## config.mk

```make
export PLATFORM = sky130hd
export DESIGN_NAME = fetch_decode_buffer
export DESIGN_NICKNAME = d
export VERILOG_FILES = /design/src/rtl/fetch_decode_buffer.sv
export SDC_FILE = /design/constraint.sdc
export NUM_CORES = 1
export LEC_CHECK = 0
export BUFFER_PORTS_ARGS = -buffer_cell sky130_fd_sc_hd__buf_4
export CORE_MARGIN = 2
export CORE_UTILIZATION = 24
export CTS_CLUSTER_SIZE = 40
export DETAILED_ROUTE_END_ITERATION = 10
export GPL_ROUTABILITY_DRIVEN = 1
export PLACE_DENSITY = 0.5
export SKIP_CTS_REPAIR_TIMING = 1
export SKIP_LAST_GASP = 1
export SLEW_MARGIN = 15
export SYNTH_ARGS = -nofsm -noshare
export SYNTH_HDL_FRONTEND = slang
export SYNTH_SLANG_ARGS = --single-unit
```

## constraint.sdc

```tcl
create_clock -name clk -period 1.8 [get_ports clk]
set_input_delay 0.27 -clock clk [delete_from_list [all_inputs] [get_ports clk]]
set_output_delay 0.27 -clock clk [all_outputs]
set_load 0.01 [all_outputs]
```

## src/rtl/fetch_decode_buffer.sv

```systemverilog
// Fetch/decode pipeline register: joins opcode+immediate pairs into one packet, one-cycle latency.
// Backpressure: stall freezes every register and ignores the input; flush drops any partial instruction.
module fetch_decode_buffer #(
   parameter int                 ADDR_W   = 32,
   parameter int                 INSTR_W  = 16,
   parameter int                 LONG_BIT = 0,
   parameter logic [INSTR_W-1:0] NOP_WORD = '0
) (
   input  logic               clk,
   input  logic               rst,
   input  logic [INSTR_W-1:0] instr_in,
   input  logic [ADDR_W-1:0]  pc_in,
   input  logic               in_valid,
   input  logic               stall,
   input  logic               flush,
   output logic [INSTR_W-1:0] instr_out,
   output logic [INSTR_W-1:0] imm_out,
   output logic [ADDR_W-1:0]  pc_out,
   output logic               valid_out,
   output logic               imm_pending
);

   localparam logic [0:0] S_FIRST = 1'b0;
   localparam logic [0:0] S_IMM   = 1'b1;

   logic [0:0]         state;
   logic [INSTR_W-1:0] hold_instr;
   logic [ADDR_W-1:0]  hold_pc;

   always_ff @(posedge clk) begin
      if (rst || flush) begin
         state       <= S_FIRST;
         instr_out   <= NOP_WORD;
         imm_out     <= '0;
         pc_out      <= '0;
         valid_out   <= 1'b0;
         hold_instr  <= '0;
         hold_pc     <= '0;
         imm_pending <= 1'b0;
      end else if (!stall) begin
         case (state)
            S_FIRST: begin
               if (!in_valid) begin
                  valid_out <= 1'b0;
                  instr_out <= NOP_WORD;
                  imm_out   <= '0;
               end else if (!instr_in[LONG_BIT]) begin
                  instr_out <= instr_in;
                  pc_out    <= pc_in;
                  imm_out   <= '0;
                  valid_out <= 1'b1;
               end else begin
                  // Opcode of a two-word instruction: park it and emit a bubble.
                  hold_instr  <= instr_in;
                  hold_pc     <= pc_in;
                  valid_out   <= 1'b0;
                  instr_out   <= NOP_WORD;
                  state       <= S_IMM;
                  imm_pending <= 1'b1;
               end
            end
            S_IMM: begin
               if (!in_valid) begin
                  valid_out <= 1'b0;
               end else begin
                  // Immediate word is pure data; its LONG_BIT is not looked at.
                  instr_out   <= hold_instr;
                  pc_out      <= hold_pc;
                  imm_out     <= instr_in;
                  valid_out   <= 1'b1;
                  state       <= S_FIRST;
                  imm_pending <= 1'b0;
               end
            end
            default: begin
               state       <= S_FIRST;
               imm_pending <= 1'b0;
            end
         endcase
      end
   end

endmodule

```

==> results of run 1 <==
registers in the layout (all words and copies together), names as in the netlist:
signal	cells
hold_instr	16
hold_pc	32
imm_out	16
imm_pending	1
instr_out	16
pc_out	32
state	1
valid_out	1
cell type report:
type                    count  area [µm²]
flip-flops and latches    115        2300
clock inverters            13         231
multi-input cells         338        2020
fillers                  1902       12300
clock buffers              19         443
inverters                   2        7.51
repair buffers            136        1100
well taps                 234         293
stage by stage:
step | setup WS, ns | cell area (µm²) | power (mW) | cells | utilization, %
CTS | 0.362 | 6390 | 7.08 | 857 | 34.3
global route | 0.272 | 6390 | 7.23 | 857 | 34.3
global placement | 0.326 | 5720 | 3.18 | 825 | 30.7
floorplan | 0.507 | 4540 | 2.93 | 504 | -
detailed placement | 0.286 | 5720 | 3.19 | 825 | 30.7
finish | 0.388 | 6390 | 6.99 | 857 | 34.3
cell families after synthesis:
kind of cell           count (synthesis)  synth area share, %
AOI/OAI and AO/OA                    179                 24.4
buffers and inverters                 51                 5.68
DFF                                  115                 50.7
muxes                                 32                 7.06
and+or+nand+nor                      127                 12.1
routing by layer:
metal | up-vias | GRT usage, % | routed length, µm
met4 | 0 | 5.79 | 193
li1 | 2020 | - | -
met1 | 1988 | 16.4 | 6170
met5 | - | 0 | 0
met3 | 14 | 4.22 | 804
met2 | 130 | 21.4 | 6240
worst max path at each step:
stage	start	end	slack, ns	cells past startpoint
floorplan	flush	imm_out[10]$_SDFFE_PP0P_	0.51	5
global placement	instr_in[0]	instr_out[8]$_SDFFE_PP0P_	0.33	4
detailed placement	instr_in[0]	instr_out[14]$_SDFFE_PP0P_	0.29	4
CTS	state$_SDFFE_PP0N_	pc_out[31]$_SDFFE_PP0P_	0.36	4
global route	state$_SDFFE_PP0N_	pc_out[8]$_SDFFE_PP0P_	0.27	4
finish	state$_SDFFE_PP0N_	pc_out[29]$_SDFFE_PP0P_	0.39	4
worst reg2reg max path, cell delays in order, from the launching register on:
cell and delay, ns:
dfxtp_2 0.43, inv_2 0.20, a21oi_4 0.30, buf_12 0.22
a211oi_1 0.13
synth_stat cells:
cell,instances,area [µm²]
a2111oi_0,1,8.76
a211oi_1,32,240
a21oi_1,113,566
a22o_1,16,140
a311oi_1,14,123
a31oi_4,1,21.3
and2b_1,1,7.51
and4bb_2,1,12.5
buf_1,1,3.75
buf_2,29,145
buf_4,4,30.0
buf_6,2,22.5
clkbuf_1,13,48.8
dfxtp_1,115,2300
inv_1,1,3.75
inv_2,1,3.75
mux2i_1,32,320
nand2_1,96,360
nand2b_1,3,18.8
nand3_1,15,75.1
nand3b_1,1,7.51
nand4bb_1,1,11.3
nor2_1,3,11.3
nor2b_1,2,12.5
nor3_1,1,5.00
nor3_2,1,10.0
nor4bb_1,1,10.0
o21ai_0,2,10.0
or2_2,1,6.26
power groups by stage:
stage | Sequential, mW | Combinational [mW] | Clock, mW
6_report | 2.62 | 0.511 | 3.86
5_1_grt | 2.63 | 0.558 | 4.05
4_1_cts | 2.62 | 0.517 | 3.95
3_5_place_dp | 2.68 | 0.517 | 0
3_3_place_gp | 2.67 | 0.509 | 0
2_1_floorplan | 2.68 | 0.246 | 0
==> results by group, run 1 <==
Floorplanning
  – Height of the chip: approximately 140 µm
  – Starting utilization of the core area: roughly a quarter
  – Core box area: 18600 µm²
  – Horiz. Die Dim: roughly 140 µm
  – Die area: roughly 20000 µm²
  – Row cnt: 50
  – Number of ports placed on the die boundary: ~120

Worst setup path
  – Critical-path cell with the highest stage delay: dfxtp_2
  – Highest net fanout along the worst path: 27
  – Reg-to-reg critical path endpoint: pc_out[29]$_SDFFE_PP0P_
  – Number of buffer and inverter stages on the critical path: 2
  – Required time of the critical path: roughly 2.1 ns
  – FF-to-FF setup slack: 0.39 ns
  – Worst Path Arrival: 1.68 ns
  – Crit end category: flip-flop
  – Maximum cell stage delay along the critical path: around 0.43 ns
  – Critical path, cell by cell: inv_2, a21oi_4, buf_12, a211oi_1
  – Worst setup SP type: flip-flop
  – Worst-case reg-to-reg path depth: 4
  – Worst setup path class: reg2reg
  – Top cell family by delay on the critical path: flip-flops
  – RR Startpoint: state$_SDFFE_PP0N_

Synth
  – Share of the yosys chip area belonging to registers: just over 50%
  – Cell area after synthesis: about 4500 µm²
  – Number of different library cells in the post-synthesis netlist: 29
  – Post-synth net total: ~560
  – Synth Warn #: 0
  – Mapped Cells: just over 500
  – Number of storage elements in the synthesis netlist: between 100 and 150
  – Post-Syn Area per Cell: between 9 and 10 µm²

GRT
  – Initial antenna violation count: 0
  – Remaining global-route overflow: 0
  – First-pass GRT wire length: about 21000 µm
  – Largest net degree at the start of global routing: 50
  – Overall global routing resource usage: 13.3%
  – Vias in the first global route: 3883

STA
  – Least-Margin Pin Slew: 0.542 ns
  – Share of the clock period used by the worst path after layout: 78.4%
  – Setup Skew: around 0.0058 ns
  – Worst hold-check slack: 0.0843 ns
  – Max Slew Vio Count: 0
  – Relative max-transition margin: about 64%
  – Min cycle time layout: 1.41 ns
  – Fmax: roughly 0.71 GHz
  – Unrepaired setup endpoints after global routing: no
  – Final setup violation count: 0
  – Number of hold violations in the final report: 0
  – Sum of negative setup slack: 0 ns

Drt
  – First-pass iteration count of the detailed router: 4
  – Iter 0 DRT Violations: between 200 and 250
  – Average vias per placed instance: roughly 4.8
  – DRC viols: 0
  – Total via count in the routed design: approximately 4200
  – Total wirelength of the detailed-routed design: 13400 µm
  – Antenna Violating Nets Remaining: 0
  – Post-detailed-route wirelength per cell: ~16 µm

Final layout
  – Layout net count: between 600 and 700
  – Leading cell type in the layout, fill and taps excluded: buf_4
  – Antenna diode count: 0
  – P&R area growth vs syn: 40.9%
  – Commonest cells after routing, fill and taps aside: buf_4, dfxtp_1, a21oi_1
  – Ratio of cells with drive above 1 in the final layout: 28.4%

Placement
  – Final weighted congestion of routability-driven global placement: 0.744
  – Quantity of I/O buffers inserted on ports: 118
  – Half-perimeter wire length after detailed placement: 8830 µm

Worst hold path
  – HP Class: in2reg
  – Depth of the worst hold-timing path: 2
  – Hold Path End: imm_out[12]$_SDFFE_PP0P_
  – Worst min-delay path startpoint: instr_in[12]

Clock network
  – CTS H-tree depth: 4
  – Maximum clock insertion buffer count: 2
  – Number of buffers created by CTS: 17
  – Clock insertion delay at the later pin of the skew report: 0.41 ns
  – Clock tree from TritonCTS: done
  – Clock slew at the register clock pins of the worst setup and hold paths: about 0.060 ns
  – Clock Root Buffer: clkbuf_16
  – Clock Sink Count: 115

Pwr
  – Power share of the clock group: between 50% and 60%
  – Switching component of the power: roughly 1.5 mW
  – Portion of total power attributed to sequential cells: between 30 and 40%
  – Comb power frac: between 7 and 8%
  – Pwr per Cell Area: between 1000 and 1500 nW/µm²
  – Switching portion of total power: 22.0%
  – Leakage: 2.33 nW
  – Internal cell power: about 5.4 mW
  – Worst IR Drop VDD: around 0.63 mV

Outcome
  – Run status: finished clean

Run
  – Maxcap violations: 0
(Power assumes the default switching activity.)
==> run 2: changes to the inputs <==
==> constraint.sdc (replaced) <==
create_clock -name clk -period 1.3 [get_ports clk]
set_input_delay 0.195 -clock clk [delete_from_list [all_inputs] [get_ports clk]]
set_output_delay 0.195 -clock clk [all_outputs]
set_load 0.01 [all_outputs]
==> run 2 against run 1 <==
  * Final area up 3.5%
  * Combinational power rose by 57%
  * Worst setup slack worse by 0.37 ns
  * First-iteration DRC count rose by 20%
  * Clock skew up 0.00072 ns
  * Critical path depth rose by 1
  * Final cell count rose by 1.9%
  * Count of clock-buffer cells in the layout down 1
  * Hold slack got worse by 0.074 ns
  * Critical endpoint is now hold_instr[4]$_SDFFE_PP0P_
==> results by group, run 2 (synthesis gave the netlist of run 1 again) <==
Outcome
  – Run status: finished clean

Worst hold path
  – Hold Path End: imm_out[14]$_SDFFE_PP0P_
  – Worst min-delay path startpoint: instr_in[14]
  – HP Class: in2reg
  – Depth of the worst hold-timing path: 2 (unchanged)

Worst setup path
  – Number of buffer and inverter stages on the critical path: 2 (unchanged)
  – Crit end category: flip-flop
  – Critical-path cell with the highest stage delay: dfxtp_4
  – Worst Path Arrival: 1.57 ns (-0.11 ns)
  – Maximum cell stage delay along the critical path: 0.37 ns (-0.06 ns)
  – Worst setup path class: reg2reg
  – Reg-to-reg critical path endpoint: hold_instr[4]$_SDFFE_PP0P_
  – Required time of the critical path: 1.59 ns (-0.48 ns)
  – RR Startpoint: state$_SDFFE_PP0N_
  – Highest net fanout along the worst path: 17 (-37%)
  – Worst-case reg-to-reg path depth: 5 (+1)
  – Top cell family by delay on the critical path: flip-flops
  – FF-to-FF setup slack: 0.02 ns (-0.37 ns)
  – Worst setup SP type: flip-flop
  – Critical path, cell by cell: buf_12, nand4bb_4, buf_12, nand2_1, a21oi_1
  – Crit path top cell by count: buf_12

GRT
  – Vias in the first global route: 4082 (+5.1%)
  – Remaining global-route overflow: 0 (unchanged)
  – First-pass GRT wire length: 21600 µm (+4.4%)
  – Initial antenna violation count: 0 (unchanged)
  – Largest net degree at the start of global routing: 59 (+18%)
  – Overall global routing resource usage: 13.9% (+0.63 points)

STA
  – Relative max-transition margin: 73.7% (+9.9 points)
  – Setup Skew: 0.00657 ns (+0.000717 ns)
  – Final setup violation count: 0 (unchanged)
  – Unrepaired setup endpoints after global routing: yes
  – Fmax: 0.782 GHz (+10%)
  – Max Slew Vio Count: 0 (unchanged)
  – Least-Margin Pin Slew: 0.384 ns (-0.158 ns)
  – Share of the clock period used by the worst path after layout: 98.3% (+20 points)
  – Worst-case setup margin in the final layout: 0.0217 ns (-0.366 ns)
  – Min cycle time layout: 1.28 ns (-0.134 ns)
  – Number of hold violations in the final report: 0 (unchanged)

Final layout
  – Final design utilization: 35.5% (+1.2 points)
  – Filler cells: 1905 (+0.16%)
  – Layout net count: 680 (+2.6%)
  – Leading cell type in the layout, fill and taps excluded: buf_4
  – Commonest cells after routing, fill and taps aside: buf_4, dfxtp_1, a21oi_1
  – Regs by FF count: hold_pc (32), pc_out (32)
  – Post-layout instance area: 6620 µm² (+3.5%)
  – Antenna diode count: 0 (unchanged)
  – Number of standard cells in the final layout excluding fillers: 873 (+1.9%)
  – Ratio of cells with drive above 1 in the final layout: 29.7% (+1.3 points)
  – P&R area growth vs syn: 45.8%

Clock network
  – Clock Root Buffer: clkbuf_16
  – Clock tree from TritonCTS: done
  – Number of buffers created by CTS: 17 (unchanged)
  – CTS H-tree depth: 4 (unchanged)
  – Maximum clock insertion buffer count: 2 (unchanged)
  – Clock Sink Count: 115 (unchanged)
  – Clock insertion delay at the later pin of the skew report: 0.42 ns (about the same)
  – Clock slew at the register clock pins of the worst setup and hold paths: 0.06 ns (about the same)

Pwr
  – Internal cell power: 6.97 mW (+28%)
  – Pwr per Cell Area: 1380 nW/µm² (+26%)
  – Worst IR Drop VDD: 0.890 mV (+40%)
  – Leakage: 2.45 nW (+5.0%)
  – Comb power frac: 8.8% (+1.5 points)
  – Switching component of the power: 2.17 mW (+41%)
  – Switching portion of total power: 23.8% (+1.7 points)
  – Power share of the clock group: 51.5% (-3.7 points)
  – Portion of total power attributed to sequential cells: 39.7% (+2.2 points)

Drt
  – Total wirelength of the detailed-routed design: 14000 µm (+4.6%)
  – Iter 0 DRT Violations: 249 (+20%)
  – Antenna Violating Nets Remaining: 0 (unchanged)
  – DRC viols: 0 (unchanged)
  – First-pass iteration count of the detailed router: 5 (+1)
  – Total via count in the routed design: 4199 (+1.1%)
  – Average vias per placed instance: 4.81 (-0.72%)
  – Post-detailed-route wirelength per cell: 16.1 µm (+2.7%)

Floorplanning
  – Starting utilization of the core area: 24.3% (unchanged)
  – Number of ports placed on the die boundary: 119 (unchanged)
  – Die area: 20000 µm² (unchanged)
  – Row cnt: 50 (unchanged)
  – Height of the chip: 141 µm (unchanged)
  – Horiz. Die Dim: 141 µm (unchanged)
  – Core box area: 18600 µm² (unchanged)

Placement
  – Half-perimeter wire length after detailed placement: 9110 µm (+3.1%)
  – Cell area after placement: 5880 µm² (+2.9%)
  – Quantity of I/O buffers inserted on ports: 118 (unchanged)
  – Final weighted congestion of routability-driven global placement: 0.722 (-2.9%)
  – Placed instance count: 832 (+0.85%)
  – Minimum setup slack after placement: -0.0737 ns (-0.360 ns)

Run
  – Maxcap violations: 0 (unchanged)
==> run 2: how the worst max path moves through the flow <==
stage / slack (ns) / cells after the start / start / to
CTS: -0.09 / 3 / state$_SDFFE_PP0N_ / imm_out[2]$_SDFFE_PP0P_
detailed placement: -0.07 / 3 / state$_SDFFE_PP0N_ / imm_out[2]$_SDFFE_PP0P_
finish: 0.02 / 5 / state$_SDFFE_PP0N_ / hold_instr[4]$_SDFFE_PP0P_
global route: -0.05 / 5 / state$_SDFFE_PP0N_ / hold_instr[4]$_SDFFE_PP0P_
floorplan: 0.03 / 6 / state$_SDFFE_PP0N_ / hold_instr[1]$_SDFFE_PP0P_
global placement: -0.01 / 4 / flush / imm_out[4]$_SDFFE_PP0P_
==> run 2: metal layers <==
| metal | global-route usage (%) | routed length [µm] |
|---|---|---|
| met1 | 17.3 | 6380 |
| met2 | 22.0 | 6580 |
| met3 | 5.13 | 868 |
| met4 | 5.26 | 191 |
| met5 | 0 | 0 |
==> run 2: area by class of cell <==
class / count / area, µm² / area share [%]
clock buffers: 18 / 429 / 6.49
clock inverters: 13 / 163 / 2.46
inverters: 2 / 7.51 / 0.113
multi-input cells: 338 / 2030 / 30.6
flip-flops and latches: 115 / 2310 / 34.9
well taps: 234 / 293 / 4.43
repair buffers: 153 / 1390 / 21.0
==> run 2: power groups by stage <==
| stage | Combinational, mW | Clock [mW] | Sequential [mW] |
|---|---|---|---|
| after floorplan | 0.340 | 0 | 3.71 |
| after global placement | 0.761 | 0 | 3.70 |
| after detailed placement | 0.772 | 0 | 3.70 |
| after CTS | 0.773 | 4.81 | 3.63 |
| after global routing | 0.873 | 4.98 | 3.63 |
| final | 0.802 | 4.71 | 3.63 |
==> run 2: per-stage QoR <==
| stage | setup TNS (ns) | total power [mW] | hold WS [ns] |
|---|---|---|---|
| after floorplan | 0 | 4.05 | 0.320 |
| after global placement | -0.207 | 4.46 | 0.429 |
| after detailed placement | -1.14 | 4.48 | 0.438 |
| after CTS | -1.76 | 9.21 | -0.0147 |
| after global routing | -1.16 | 9.48 | 0.000449 |
| final | 0 | 9.14 | 0.0105 |
